==> config.mk <==
export PLATFORM = sky130hd
export DESIGN_NAME = temp_sense_seq
export DESIGN_NICKNAME = d
export VERILOG_FILES = /design/src/rtl/temp_sense_seq.sv
export SDC_FILE = /design/constraint.sdc
export NUM_CORES = 1
export LEC_CHECK = 0
export ABC_AREA = 1
export CAP_MARGIN = 25
export CORE_ASPECT_RATIO = 1.2
export CORE_MARGIN = 8
export CORE_UTILIZATION = 30
export CTS_CLUSTER_DIAMETER = 150
export CTS_CLUSTER_SIZE = 40
export DETAILED_ROUTE_END_ITERATION = 8
export PLACE_DENSITY = 0.47
export SKIP_LAST_GASP = 1
export SYNTH_ARGS = -nofsm -noshare
export SYNTH_HDL_FRONTEND = slang
export SYNTH_SLANG_ARGS = --single-unit
==> constraint.sdc <==
create_clock -name clk -period 2.1 [get_ports clk]
set_input_delay 0.42 -clock clk [delete_from_list [all_inputs] [get_ports clk]]
set_output_delay 0.42 -clock clk [all_outputs]
set_load 0.02 [all_outputs]
==> src/rtl/temp_sense_seq.sv <==
// rtl/temp_sense_seq.sv - temperature sensor conversion sequencer with averaging and timeout
//
// Sequences one temperature conversion: warms up the sensor, drops the first
// (partial) measurement, averages 2^AVG_LOG2 measurement codes and presents
// the truncated mean. Continuous mode chains conversions without re-settling.
//
// Ports:
//   clk           in   rising-edge clock
//   reset_n       in   synchronous active-low reset
//   start         in   one-cycle conversion request (honoured in IDLE only)
//   cont          in   continuous mode, sampled in DONE
//   abort         in   cancel the conversion in progress
//   meas_valid    in   one-cycle pulse: meas_code is new
//   meas_code     in   measured pulse duration [CODE_W]
//   sensor_en     out  sensor oscillator / measurement block enable
//   busy          out  high in every state except IDLE
//   result        out  averaged code [CODE_W], held until next result_valid
//   result_valid  out  one-cycle strobe: result updated
//   timeout_err   out  sticky timeout flag, cleared by the next accepted start

module temp_sense_seq #(
    parameter int CODE_W         = 12,
    parameter int AVG_LOG2       = 2,
    parameter int SETTLE_CYCLES  = 16,
    parameter int TIMEOUT_CYCLES = 4095
) (
    input  logic              clk,
    input  logic              reset_n,
    input  logic              start,
    input  logic              cont,
    input  logic              abort,
    input  logic              meas_valid,
    input  logic [CODE_W-1:0] meas_code,
    output logic              sensor_en,
    output logic              busy,
    output logic [CODE_W-1:0] result,
    output logic              result_valid,
    output logic              timeout_err
);

    // Accumulator holds the sum of 2^AVG_LOG2 codes, so it can never overflow.
    localparam int ACC_W = CODE_W + AVG_LOG2;
    localparam int SMP_W = AVG_LOG2 + 1;
    localparam int SET_W = $clog2(SETTLE_CYCLES + 1);
    localparam int TMO_W = $clog2(TIMEOUT_CYCLES + 1);

    localparam logic [SMP_W-1:0] LAST_SMP    = SMP_W'((1 << AVG_LOG2) - 1);
    localparam logic [SET_W-1:0] SETTLE_LOAD = SET_W'(SETTLE_CYCLES - 1);
    localparam logic [TMO_W-1:0] TMO_LAST    = TMO_W'(TIMEOUT_CYCLES - 1);

    typedef enum logic [2:0] {
        IDLE,
        SETTLE,
        DISCARD,
        ACCUM,
        DONE
    } state_t;

    state_t            state_q;
    logic [SET_W-1:0]  settle_cnt_q;
    logic [TMO_W-1:0]  tmo_cnt_q;
    logic [SMP_W-1:0]  smp_cnt_q;
    logic [ACC_W-1:0]  acc_q;
    logic              sensor_en_q;
    logic              busy_q;
    logic [CODE_W-1:0] result_q;
    logic              result_valid_q;
    logic              timeout_err_q;

    logic [ACC_W-1:0]  acc_d;
    logic [ACC_W-1:0]  avg_d;

    always_comb begin
        acc_d = acc_q + ACC_W'(meas_code);
        avg_d = acc_d >> AVG_LOG2;
    end

    // The timeout counter expires at the end of its TIMEOUT_CYCLES-th idle
    // cycle; a meas_valid in that same cycle wins because it is tested first.
    always_ff @(posedge clk) begin
        if (!reset_n) begin
            state_q        <= IDLE;
            settle_cnt_q   <= '0;
            tmo_cnt_q      <= '0;
            smp_cnt_q      <= '0;
            acc_q          <= '0;
            sensor_en_q    <= 1'b0;
            busy_q         <= 1'b0;
            result_q       <= '0;
            result_valid_q <= 1'b0;
            timeout_err_q  <= 1'b0;
        end else begin
            result_valid_q <= 1'b0;
            if (abort) begin
                // Also covers abort+start in IDLE: we simply stay idle.
                state_q     <= IDLE;
                sensor_en_q <= 1'b0;
                busy_q      <= 1'b0;
                tmo_cnt_q   <= '0;
                smp_cnt_q   <= '0;
                acc_q       <= '0;
            end else begin
                case (state_q)
                    IDLE: begin
                        if (start) begin
                            state_q       <= SETTLE;
                            sensor_en_q   <= 1'b1;
                            busy_q        <= 1'b1;
                            timeout_err_q <= 1'b0;
                            settle_cnt_q  <= SETTLE_LOAD;
                            smp_cnt_q     <= '0;
                            acc_q         <= '0;
                        end
                    end
                    SETTLE: begin
                        if (settle_cnt_q == '0) begin
                            state_q   <= DISCARD;
                            tmo_cnt_q <= '0;
                        end else begin
                            settle_cnt_q <= settle_cnt_q - 1'b1;
                        end
                    end
                    DISCARD: begin
                        if (meas_valid) begin
                            state_q   <= ACCUM;
                            tmo_cnt_q <= '0;
                        end else if (tmo_cnt_q == TMO_LAST) begin
                            state_q       <= IDLE;
                            sensor_en_q   <= 1'b0;
                            busy_q        <= 1'b0;
                            timeout_err_q <= 1'b1;
                            tmo_cnt_q     <= '0;
                        end else begin
                            tmo_cnt_q <= tmo_cnt_q + 1'b1;
                        end
                    end
                    ACCUM: begin
                        if (meas_valid) begin
                            tmo_cnt_q <= '0;
                            if (smp_cnt_q == LAST_SMP) begin
                                // Result and strobe are registered on entry so
                                // they are visible for the whole DONE cycle.
                                state_q        <= DONE;
                                result_q       <= avg_d[CODE_W-1:0];
                                result_valid_q <= 1'b1;
                                acc_q          <= '0;
                                smp_cnt_q      <= '0;
                            end else begin
                                acc_q     <= acc_d;
                                smp_cnt_q <= smp_cnt_q + 1'b1;
                            end
                        end else if (tmo_cnt_q == TMO_LAST) begin
                            state_q       <= IDLE;
                            sensor_en_q   <= 1'b0;
                            busy_q        <= 1'b0;
                            timeout_err_q <= 1'b1;
                            tmo_cnt_q     <= '0;
                            smp_cnt_q     <= '0;
                            acc_q         <= '0;
                        end else begin
                            tmo_cnt_q <= tmo_cnt_q + 1'b1;
                        end
                    end
                    DONE: begin
                        if (cont) begin
                            // Sensor is already warm and in phase: no re-settle.
                            state_q   <= ACCUM;
                            tmo_cnt_q <= '0;
                        end else begin
                            state_q     <= IDLE;
                            sensor_en_q <= 1'b0;
                            busy_q      <= 1'b0;
                        end
                    end
                    default: begin
                        state_q     <= IDLE;
                        sensor_en_q <= 1'b0;
                        busy_q      <= 1'b0;
                    end
                endcase
            end
        end
    end

    assign sensor_en    = sensor_en_q;
    assign busy         = busy_q;
    assign result       = result_q;
    assign result_valid = result_valid_q;
    assign timeout_err  = timeout_err_q;

endmodule

==> results of run 1 <==
[registers in the layout (all words and copies together) (netlist names)]
signal and count:
state_q 3, result_valid 1, timeout_err 1, busy 1, settle_cnt_q 5, smp_cnt_q 3, tmo_cnt_q 12, acc_q 14
result 12
[Yosys cell counts (all sizes together)]
cell    instances  share of area, %
o211a           1              0.31
inv            85               9.9
a21oi          31               4.9
nor2           67               8.0
nand3b          2              0.58
nand4           6               1.2
and2            1              0.19
nand3          30               4.8
or2             2              0.47
buf             5               1.2
dfxtp          52                32
clkinv          1              0.12
xnor2           1              0.27
nor3           12               3.4
xor2           11               3.0
o21ai          23               3.8
clkbuf          3              0.35
nand2         141                17
fa              1              0.62
a211oi          2              0.47
ha             17               6.6
[path summary, 6_finish.rpt]
check               startpoint  slack, ns           to
hold reg to reg    timeout_err       0.45  timeout_err
hold / removal     timeout_err       0.45  timeout_err
setup / recovery  meas_code[0]       0.13     acc_q[8]
setup reg to reg      acc_q[0]       0.37     acc_q[8]
[area by class of cell]
| class | instances | area (um^2) |
|---|---|---|
| fillers | 1188 | 6480 |
| multi-input cells | 348 | 1810 |
| repair buffers | 51 | 478 |
| flip-flops and latches | 52 | 1040 |
| clock inverters | 3 | 42.5 |
| clock buffers | 5 | 125 |
| well taps | 129 | 161 |
| inverters | 86 | 323 |
[per-layer routing]
metal	vias up	GRT usage, %	part of all wire (%)
met5	-	0	0
met4	0	5.10	1.9
met3	10	1.25	2.2
met2	39	21.2	49
met1	1385	13.2	47
li1	1630	-	-
[logic make-up after synthesis]
logic type      after synthesis  synth area share [%]
simple gates                261                  35.9
buf+inv                      94                  11.6
compound gates               57                  9.54
flops                        52                  32.4
fa+ha+maj                    18                  7.25
xor+xnor                     12                  3.27
[worst min-delay path, cell delays in order (launching register included)]
cell and delay, ns:
sky130_fd_sc_hd__dfxtp_1 0.31, sky130_fd_sc_hd__inv_1 0.05, sky130_fd_sc_hd__a21oi_1 0.05
[report_power, final]
part | switching (mW) | internal [mW] | leakage, nW
registers | 0.0100 | 0.998 | 0.420
logic | 0.161 | 0.109 | 1.40
clock network | 0.383 | 0.561 | 0.0798
[cells in the final DEF, fill, tap and decap left out, drive strengths merged]
cell type	instances
a211oi	2
a21oi	31
and2	1
buf	18
bufinv	1
clkbuf	5
clkdlybuf4s50	33
clkinv	2
clkinvlp	1
dfxtp	52
fa	1
ha	17
inv	85
nand2	141
nand3	30
nand3b	2
nand4	6
nor2	67
nor3	12
o211a	1
o21ai	23
or2	2
xnor2	1
xor2	11
==> tab_implementation.tex, run 1 <==
\begin{tabular}{lr}
\hline
Metric & Value \\
\hline
\multicolumn{2}{l}{\textbf{Status}} \\
Outcome & finished, final reports clean \\
\multicolumn{2}{l}{\textbf{Timing}} \\
Worst Tran Pin Value & 0.291 ns \\
Final Slew Violations & 0 \\
Highest Clock Rate & 509 MHz \\
Max transition margin & 80.5\% \\
Final sum of negative setup slack & 0 ns \\
Period utilization & 93.6\% \\
Hold violation count in the final report & 0 \\
Min Tclk post-route & 1.97 ns \\
Worst hold margin & 0.453 ns \\
Skew final & 0.00443 ns \\
Unrepaired setup endpoints after global routing & true \\
Count of endpoints failing setup in the final report & 0 \\
Final worst setup slack & 0.135 ns \\
\multicolumn{2}{l}{\textbf{Detailed routing}} \\
Final routed DRC violation total & 0 \\
Average routed wire per standard cell & 12.0 um \\
Routed vias & 3,064 \\
Detailed router's first-iteration violation count & 78 \\
Number of nets still failing antenna checks after routing & 0 \\
Vias per inst & 4.55 \\
Overall routed net length & 8110 um \\
Number of detailed-routing iterations run before antenna repair & 4 \\
\multicolumn{2}{l}{\textbf{Place}} \\
Final weighted congestion in routability-driven placement & 0.820 \\
HPWL reported at the end of detailed placement & 6240 um \\
Placed cell count & 666 \\
Worst slack at placement & -0.246 ns \\
Port bufs & 33 \\
Placed Instance Area & 3800 um\^{}2 \\
\multicolumn{2}{l}{\textbf{Critical path}} \\
Series of cell instances along the critical path & clkdlybuf4s50\_1 > ha\_1 > fa\_1 > nand3\_1 > nand3\_2 > a21oi\_2 > xor2\_1 > nand2\_1 > a21oi\_1 \\
Signal arrival time at the worst endpoint & 2.19 ns \\
Crit path max-delay family & adder cells \\
CP bufs+invs & 1 \\
Endpoint type of the worst setup path & flip-flop \\
Endpoint required time on the critical path & 2.32 ns \\
CP max stage delay & 0.40 ns \\
Critical Setup Path Class & in2reg \\
Critical path peak fanout & 4 \\
Critical Path Stages & 9 \\
CP startpoint kind & input pin \\
Slowest cell on crit path & sky130\_fd\_sc\_hd\_\_clkdlybuf4s50\_1 \\
Length in cells of the worst reg-to-reg path & 8 \\
\multicolumn{2}{l}{\textbf{Floorplanning}} \\
Area of the core & 10,500 um\^{}2 \\
Chip height & 129 um \\
Initial core utilization & 30.7\% \\
Full die area & 14,300 um\^{}2 \\
Die width & 110 um \\
Top-level port count & 34 \\
Placement Rows & 41 \\
\multicolumn{2}{l}{\textbf{Pwr}} \\
Power density over the cells & 558 nW/um\^{}2 \\
Static Leak & 1.90 nW \\
Power Total & 2.22 mW \\
Largest voltage drop on the vdd net & 302 uV \\
\multicolumn{2}{l}{\textbf{Clock tree}} \\
Number of buffers created by CTS & 5 \\
CTS tree & yes \\
Clock transition time at the flip-flop clock pins of the worst setup and hold paths & 0.07 ns \\
Skew-Pair Late Insertion Delay & 0.29 ns \\
Cts hold-fix bufs & 0 \\
Root buffer selected by CTS & sky130\_fd\_sc\_hd\_\_clkbuf\_16 \\
Post-CTS resize count & 0 \\
CTS H-Tree Depth & 2 \\
Post-CTS Setup Repair Bufs & 0 \\
Clock net sink count & 52 \\
Number of buffers on the longest clock path & 2 \\
\multicolumn{2}{l}{\textbf{GRT}} \\
Total congestion overflow after global routing & 0 \\
Largest net degree at the start of global routing & 18 \\
Initial antenna violation count & 0 \\
Wire length of the first global-routing pass & 13,900 um \\
GRT Util Overall & 11.5\% \\
Number of global-route vias before repair & 3,015 \\
\multicolumn{2}{l}{\textbf{Finish}} \\
Final core area utilization & 38.1\% \\
Net count reported at finish & 580 \\
Area growth syn-to-layout & 24.0\% \\
Share of post-route cells with drive strength above 1 & 10.8\% \\
Final standard cell count with taps included and fillers excluded & 674 \\
Total inserted antenna cells & 0 \\
Final standard cell area without fillers & 3980 um\^{}2 \\
\multicolumn{2}{l}{\textbf{Run}} \\
Max-cap check violation count & 0 \\
\multicolumn{2}{l}{\textbf{Yosys}} \\
Post-Syn Instances & 494 \\
Number of storage elements in the synthesis netlist & 52 \\
Distinct cell type count of the synthesized netlist & 35 \\
Sequential element share of the synthesized area & 32.4\% \\
Post-synthesis area per instance & 6.50 um\^{}2 \\
Synthesized cell area & 3210 um\^{}2 \\
Synthesis Warnings & 0 \\
Synthesized netlist net count & 530 \\
\multicolumn{2}{l}{\textbf{Worst hold path}} \\
Class of the tightest hold or removal check & reg2reg \\
Worst hold path cell count & 2 \\
\hline
\end{tabular}
Power figures use the tool's default switching activity.
==> run 2, diff against run 1 <==
--- a/config.mk
+++ b/config.mk
@@ -11,10 +11,10 @@
 export CORE_MARGIN = 8
 export CORE_UTILIZATION = 30
 export CTS_CLUSTER_DIAMETER = 150
-export CTS_CLUSTER_SIZE = 40
 export DETAILED_ROUTE_END_ITERATION = 8
 export PLACE_DENSITY = 0.47
 export SKIP_LAST_GASP = 1
+export SLEW_MARGIN = 20
 export SYNTH_ARGS = -nofsm -noshare
 export SYNTH_HDL_FRONTEND = slang
 export SYNTH_SLANG_ARGS = --single-unit
==> results of run 2 <==
Same layout as run 1: the final DEF is identical, and so are final timing and power.
